<file path="config.mk">
export PLATFORM = sky130hd
export DESIGN_NAME = aes32_dec_out_collect
export DESIGN_NICKNAME = d
export VERILOG_FILES = /design/src/rtl/aes32_dec_out_collect.sv
export SDC_FILE = /design/constraint.sdc
export NUM_CORES = 1
export LEC_CHECK = 0
export CAP_MARGIN = 25
export CORE_MARGIN = 8
export CORE_UTILIZATION = 40
export DETAILED_ROUTE_END_ITERATION = 10
export HOLD_SLACK_MARGIN = 0.06
export PLACE_DENSITY_LB_ADDON = 0.05
export SYNTH_ARGS = -nofsm -noshare
export SYNTH_HDL_FRONTEND = slang
export SYNTH_SLANG_ARGS = --single-unit
</file>
<file path="constraint.sdc">
create_clock -name CLK -period 5.8 [get_ports CLK]
set_clock_uncertainty 0.05 [all_clocks]
set_input_delay 1.16 -clock CLK [delete_from_list [all_inputs] [get_ports CLK]]
set_output_delay 1.16 -clock CLK [all_outputs]
set_load 0.02 [all_outputs]
</file>
<file path="src/rtl/aes32_dec_out_collect.sv">
// Collects 32-bit AES decryptor output words into 128-bit blocks and queues them in a FWFT FIFO.
// Optional sticky overflow flag: define AES32_COLLECT_OVF_EN.
module aes32_dec_out_collect #(
  parameter int DEPTH = 4
) (
  input  logic         CLK,
  input  logic         RST_N,
  input  logic         DONE_IN,
  input  logic [31:0]  DIN,
  input  logic         CLR,
  output logic [127:0] DOUT,
  output logic         VALID,
  input  logic         READY,
  output logic [4:0]   LEVEL,
  output logic         OVF
);

  localparam int         AW      = (DEPTH > 1) ? $clog2(DEPTH) : 1;
  localparam logic [4:0] DEPTH_L = 5'(DEPTH);

  logic [1:0]     widx;
  logic [95:0]    asm_p0;
  logic [127:0]   mem [0:DEPTH-1];
  logic [AW-1:0]  wr_ptr;
  logic [AW-1:0]  rd_ptr;
  logic [4:0]     level;
  logic           full;
  logic           push_req;
  logic           push;
  logic           pop;

  assign full     = (level == DEPTH_L);
  assign push_req = DONE_IN && (widx == 2'd3) && !CLR;
  assign pop      = (level != 5'd0) && READY && !CLR;
  // A pop on the same edge frees the slot, so a full FIFO still accepts the push.
  assign push     = push_req && (!full || pop);

  // Stage p0: word assembly; a gap in DONE_IN abandons any partial block.
  always_ff @(posedge CLK or negedge RST_N) begin
    if (!RST_N) begin
      widx   <= 2'd0;
      asm_p0 <= '0;
    end else if (CLR) begin
      widx <= 2'd0;
    end else if (DONE_IN) begin
      case (widx)
        2'd0:    asm_p0[95:64] <= DIN;
        2'd1:    asm_p0[63:32] <= DIN;
        2'd2:    asm_p0[31:0]  <= DIN;
        default: ;
      endcase
      widx <= widx + 2'd1;
    end else begin
      widx <= 2'd0;
    end
  end

  // Stage p1: block storage; word 3 bypasses the assembly register.
  always_ff @(posedge CLK) begin
    if (push) mem[wr_ptr] <= {asm_p0, DIN};
  end

  always_ff @(posedge CLK or negedge RST_N) begin
    if (!RST_N) begin
      wr_ptr <= '0;
      rd_ptr <= '0;
      level  <= 5'd0;
    end else if (CLR) begin
      wr_ptr <= '0;
      rd_ptr <= '0;
      level  <= 5'd0;
    end else begin
      if (push) wr_ptr <= wr_ptr + 1'b1;
      if (pop)  rd_ptr <= rd_ptr + 1'b1;
      case ({push, pop})
        2'b10:   level <= level + 5'd1;
        2'b01:   level <= level - 5'd1;
        default: ;
      endcase
    end
  end

  assign VALID = (level != 5'd0);
  assign LEVEL = level;
  // Storage is not reset, so the head is masked whenever the FIFO is empty.
  assign DOUT  = VALID ? mem[rd_ptr] : '0;

`ifdef AES32_COLLECT_OVF_EN
  logic ovf_q;

  always_ff @(posedge CLK or negedge RST_N) begin
    if (!RST_N)                       ovf_q <= 1'b0;
    else if (CLR)                     ovf_q <= 1'b0;
    else if (push_req && full && !pop) ovf_q <= 1'b1;
  end

  assign OVF = ovf_q;
`else
  assign OVF = 1'b0;
`endif

endmodule

</file>
Yosys cells after proc, flatten, opt, wreduce, memory -nomap -nowiden --
Memories as Yosys holds them, arrays and structs flattened. Index checks and enable logic that the tools add are counted.
Storage, ports and cells: bits in registers 107, RAM bits 512, bits of input ports 37, output and inout bits 135, word-level logic and storage cells 47, memories kept 1
Cells by class: add/sub/neg operators 5, eq/ne operators 6, muxes and demuxes 11, bitwise operators 1, reductions and logical operators 16
Memory list:
- mem | words 4, width 128, read ports 1, clocked after memory_dff 0, write ports 1, line 23 | logic [127:0] mem [0:DEPTH-1];
Operator list (number):
- $mux 128 | 1
- $mux 2 | 6
- $pmux 5 s2 | 1
- $reduce_and 3->1 | 3
- $add 2x1->2 const B | 3
- $eq 2x2->1 const B | 3
- $add 5x1->5 const B | 1
- $eq 5x3->1 const B | 1
- $logic_and 1x1->1 | 5
- $mux 5 | 1
- $reduce_bool 5->1 | 1
- $sub 5x1->5 const B | 1
- $eq 2x1->1 const B | 2
- $reduce_bool 2->1 | 2
- $reduce_bool 3->1 | 1
- $logic_not 1->1 | 2
- $logic_not 2->1 | 1
- $mux 1 | 2
- $logic_or 1x1->1 | 1
- $not 1->1 | 1

Depth between registers and ports, before layout --
depth in word-level cells 8, gate-level depth with buffers 10, depth with buffers taken out 10

Worst setup path before layout --
No wires, ideal clock.
path type in2reg, start input DONE_IN, end memory mem[1][0], enable pin, setup time 502 ps, arrival 4874 ps, data required time 5248 ps, path slack 373 ps, stages 4, buffers on the path 0, cells stage by stage nor2b_1 -> nand2_1 -> a31oi_1 -> and2_1
On the way: cells in the longest elaborated chain, start to end 5
RTL lines:
- start, declared | line 8 | input logic DONE_IN,
- $logic_and 1x1->1 (2 in a row) | line 33 | assign push_req = DONE_IN && (widx == 2'd3) && !CLR;
- $logic_and 1x1->1 | line 36 | assign push = push_req && (!full || pop);
- $mux 1 | line 60 | if (push) mem[wr_ptr] <= {asm_p0, DIN};
- $mux 1 (not written as such) | line 60
- end, declared | line 23
Every way passes these cells.

Worst setup path after layout --
start register level[1], in the netlist LEVEL[1], end output DOUT[26]
On the way: cells in the longest elaborated chain, start to end 2
RTL lines:
- start, declared | line 26 | logic [4:0] level;
- start signal, assigned | line 76 | 2'b10: level <= level + 5'd1;
- start signal, assigned | line 77 | 2'b01: level <= level - 5'd1;
- $reduce_bool 5->1 | line 83 | assign VALID = (level != 5'd0);
- $mux 128 | line 86 | assign DOUT = VALID ? mem[rd_ptr] : '0;
- end, declared | line 11 | output logic [127:0] DOUT,
Every way passes these cells.

==> results.cfg <==
[clock_tree]
cts-buffers-inserted = 68
cts_setup_buffers = 0
clock_latency_ns = 0.58
cts_resized = 0
cts.clk_slew.worst_paths_ns = 0.06
htreeDepth = 3
cts_buffer_depth = 3
cts_hold_buffers = 0
tritoncts = done
cts.sinks = 619
root_buffer = clkbuf_16

[route]
routed_wl_mm = 50.8
ant_nets = 0
vias_per_cell = 5.07
drc = 0
dr.pass1.iters = 6
wire_per_inst_microns = 23.8
vias = 10800
drtIter0Drc = 677

[timing]
worst_pin_slew_ns = 0.888
relSlewSlack_pct = 40.6
rsz0062_at_grt = no
min_period_ns = 4.75
tns_ns = 0
fin_hold_ws_ns = 0.451
fmax_mhz = 211
drv_slew = 0
hold_viol = 0
finalSetupViolCount = 0
finalCritPeriodShare_pct = 81.8

[global_routing]
grt_pass1_wl_mm = 77.2
grt_pass1_vias = 12100
grt_overflow = 0
grt_max_degree = 75
grt_usage_pct = 15.3
antenna_found_initial = 1

[synth]
synth_top_family_by_area = multiplexers
synth_xor_area_share_pct = 0.149
synth-seq-area-share_pct = 76.5
netlist_area_sq_um = 23600
synth_compound_area_share_pct = 0.446
synthArstFlopShare_pct = 17.3
netlist.top_cell.by_area = edfxtp_1
ys_top_cells_by_count = edfxtp_1, and2_1, mux4_2
synthFlopType = edfxtp_1
synth_warnings = 0
netlist.area_leader.share_pct = 65.2
synth_area_leaders = edfxtp_1, mux4_2, dfrtp_1
synth.distinct_cells = 35
synth_fa_ha_area_share_pct = 0.668
synth_most_common_cell = edfxtp_1
synth_edf_count = 512
synth_mux_area_share_pct = 17.0
syn-num-nets = 1145
synth-simple-area-share_pct = 4.09
synth_cells = 1096
syn_area_per_cell_sq_um = 21.5
synth-seq-cells = 619

[floorplanning]
die_y_microns = 259
die_w_microns = 259
initial_core_util_pct = 40.2
ios = 172
core_area_sq_um = 58700
rows = 89
dieArea_sq_um = 67000

[worst_setup_path]
cp-start-kind = flop
cp_max_fo = 75
end_kind = output pin
critical_path_class = flop to output pin
cp.required_ns = 4.59
arrival_ns = 3.54

[placement]
finalWeightedCongestion = 0.693
dpl.hpwl_mm = 29.0
portBuffers = 170

[layout]
regArea_sq_um = 18100
nNetsFinal = 1357
drive_gt1_share_pct = 27.1
fin_util_pct = 48.7
multi_input_area_sq_um = 5310
syn2layout_area_growth_pct = 21.1
fillers = 4894

[pwr]
vdd_drop_max_v = 0.000240
power_density_nw_per_um2 = 464
p_leak_nw = 9.55

[run_status]
status = complete, no violations

[min_path]
hold_class = flop to flop

[run]
maxCapViolCount = 0
-- final cells by class --
cell class,instances,area share (%)
Clock buffer,91,6.66
Clock inverter,32,0.924
Timing Repair Buffer,196,7.08
Sequential cell,619,63.2
Antenna cell,2,0.0175
Multi-Input combinational cell,415,18.6
Inverter,8,0.105
Tap cell,773,3.39
-- layout by cell type, fill, tap and decap left out, types with 4 or more instances in the layout --
master           count
ha_1                11
bufinv_16            4
and2_1             131
inv_1                8
nor2_1               5
clkbuf_8             5
buf_4               16
clkbuf_1            15
dfrtp_1            105
clkinv_1             6
and2_4               4
mux4_2             128
clkinv_2            18
clkbuf_16           71
nand2_1              4
buf_12              10
edfxtp_1           512
mux2_2              96
clkdlybuf4s50_1    169
-- critical path, stage by stage (launching register included) --
cell and delay, ns:
dfrtp_1 0.44, nor4_1 0.60, nand2b_4 0.59, buf_4 0.50
and2_1 0.22, clkdlybuf4s50_1 0.55
-- cells by family (layout without fill, tap and decap cells) --
family                   after synthesis  in the layout
flip-flops                           619            619
multiplexers                         228            228
AND/OR/NAND/NOR                      159            159
buffers and inverters                 62            327
adder cells (fa/ha/maj)               12             12
AO/OA/AOI/OAI                         11             11
XOR/XNOR                               4              4
other                                  1              3
-- worst paths after layout --
path / from / end / slack [ns] / cells past startpoint
max: LEVEL[1] / DOUT[26] / 1.05 / 5
min: asm_p0[90] / mem[3][122] / 0.45 / 0
max reg2reg: LEVEL[1] / LEVEL[0] / 2.64 / 6
min reg2reg: asm_p0[90] / mem[3][122] / 0.45 / 0
max in group asynchronous: RST_N / asm_p0[41] / 3.93 / 2
min in group asynchronous: RST_N / asm_p0[71] / 0.61 / 1
-- metal layers --
metal | vias to the layer above | track usage, % | share of wire (%)
met3 | 61 | 2.82 | 3.4
met4 | 0 | 5.12 | 2.1
met1 | 5808 | 19.9 | 44
li1 | 4784 | - | -
met2 | 182 | 25.9 | 51
met5 | - | 0 | 0
-- metrics by stage --
stage	worst slack (ns)	instance area (sq um)	cells	total power (W)
finish	1.05	28600	2136	0.0132
global route	0.756	28600	2135	0.0139
CTS	0.917	28600	2134	0.0135
detailed placement	1.20	26400	2011	0.00930
global placement	1.28	26400	2010	0.00927
floorplan	0.373	23600	1096	0.00757
-- report_power, final --
part	internal, W	switching, W
Clock	0.00248	0.00167
Sequential	0.00513	0.000249
Combinational	0.00186	0.00184
-- state kept, by name, summed over array words and instances, names as in the netlist --
name	cells
mem	512
asm_p0	96
LEVEL	5
rd_ptr	2
widx	2
wr_ptr	2
(Power assumes the default switching activity.)
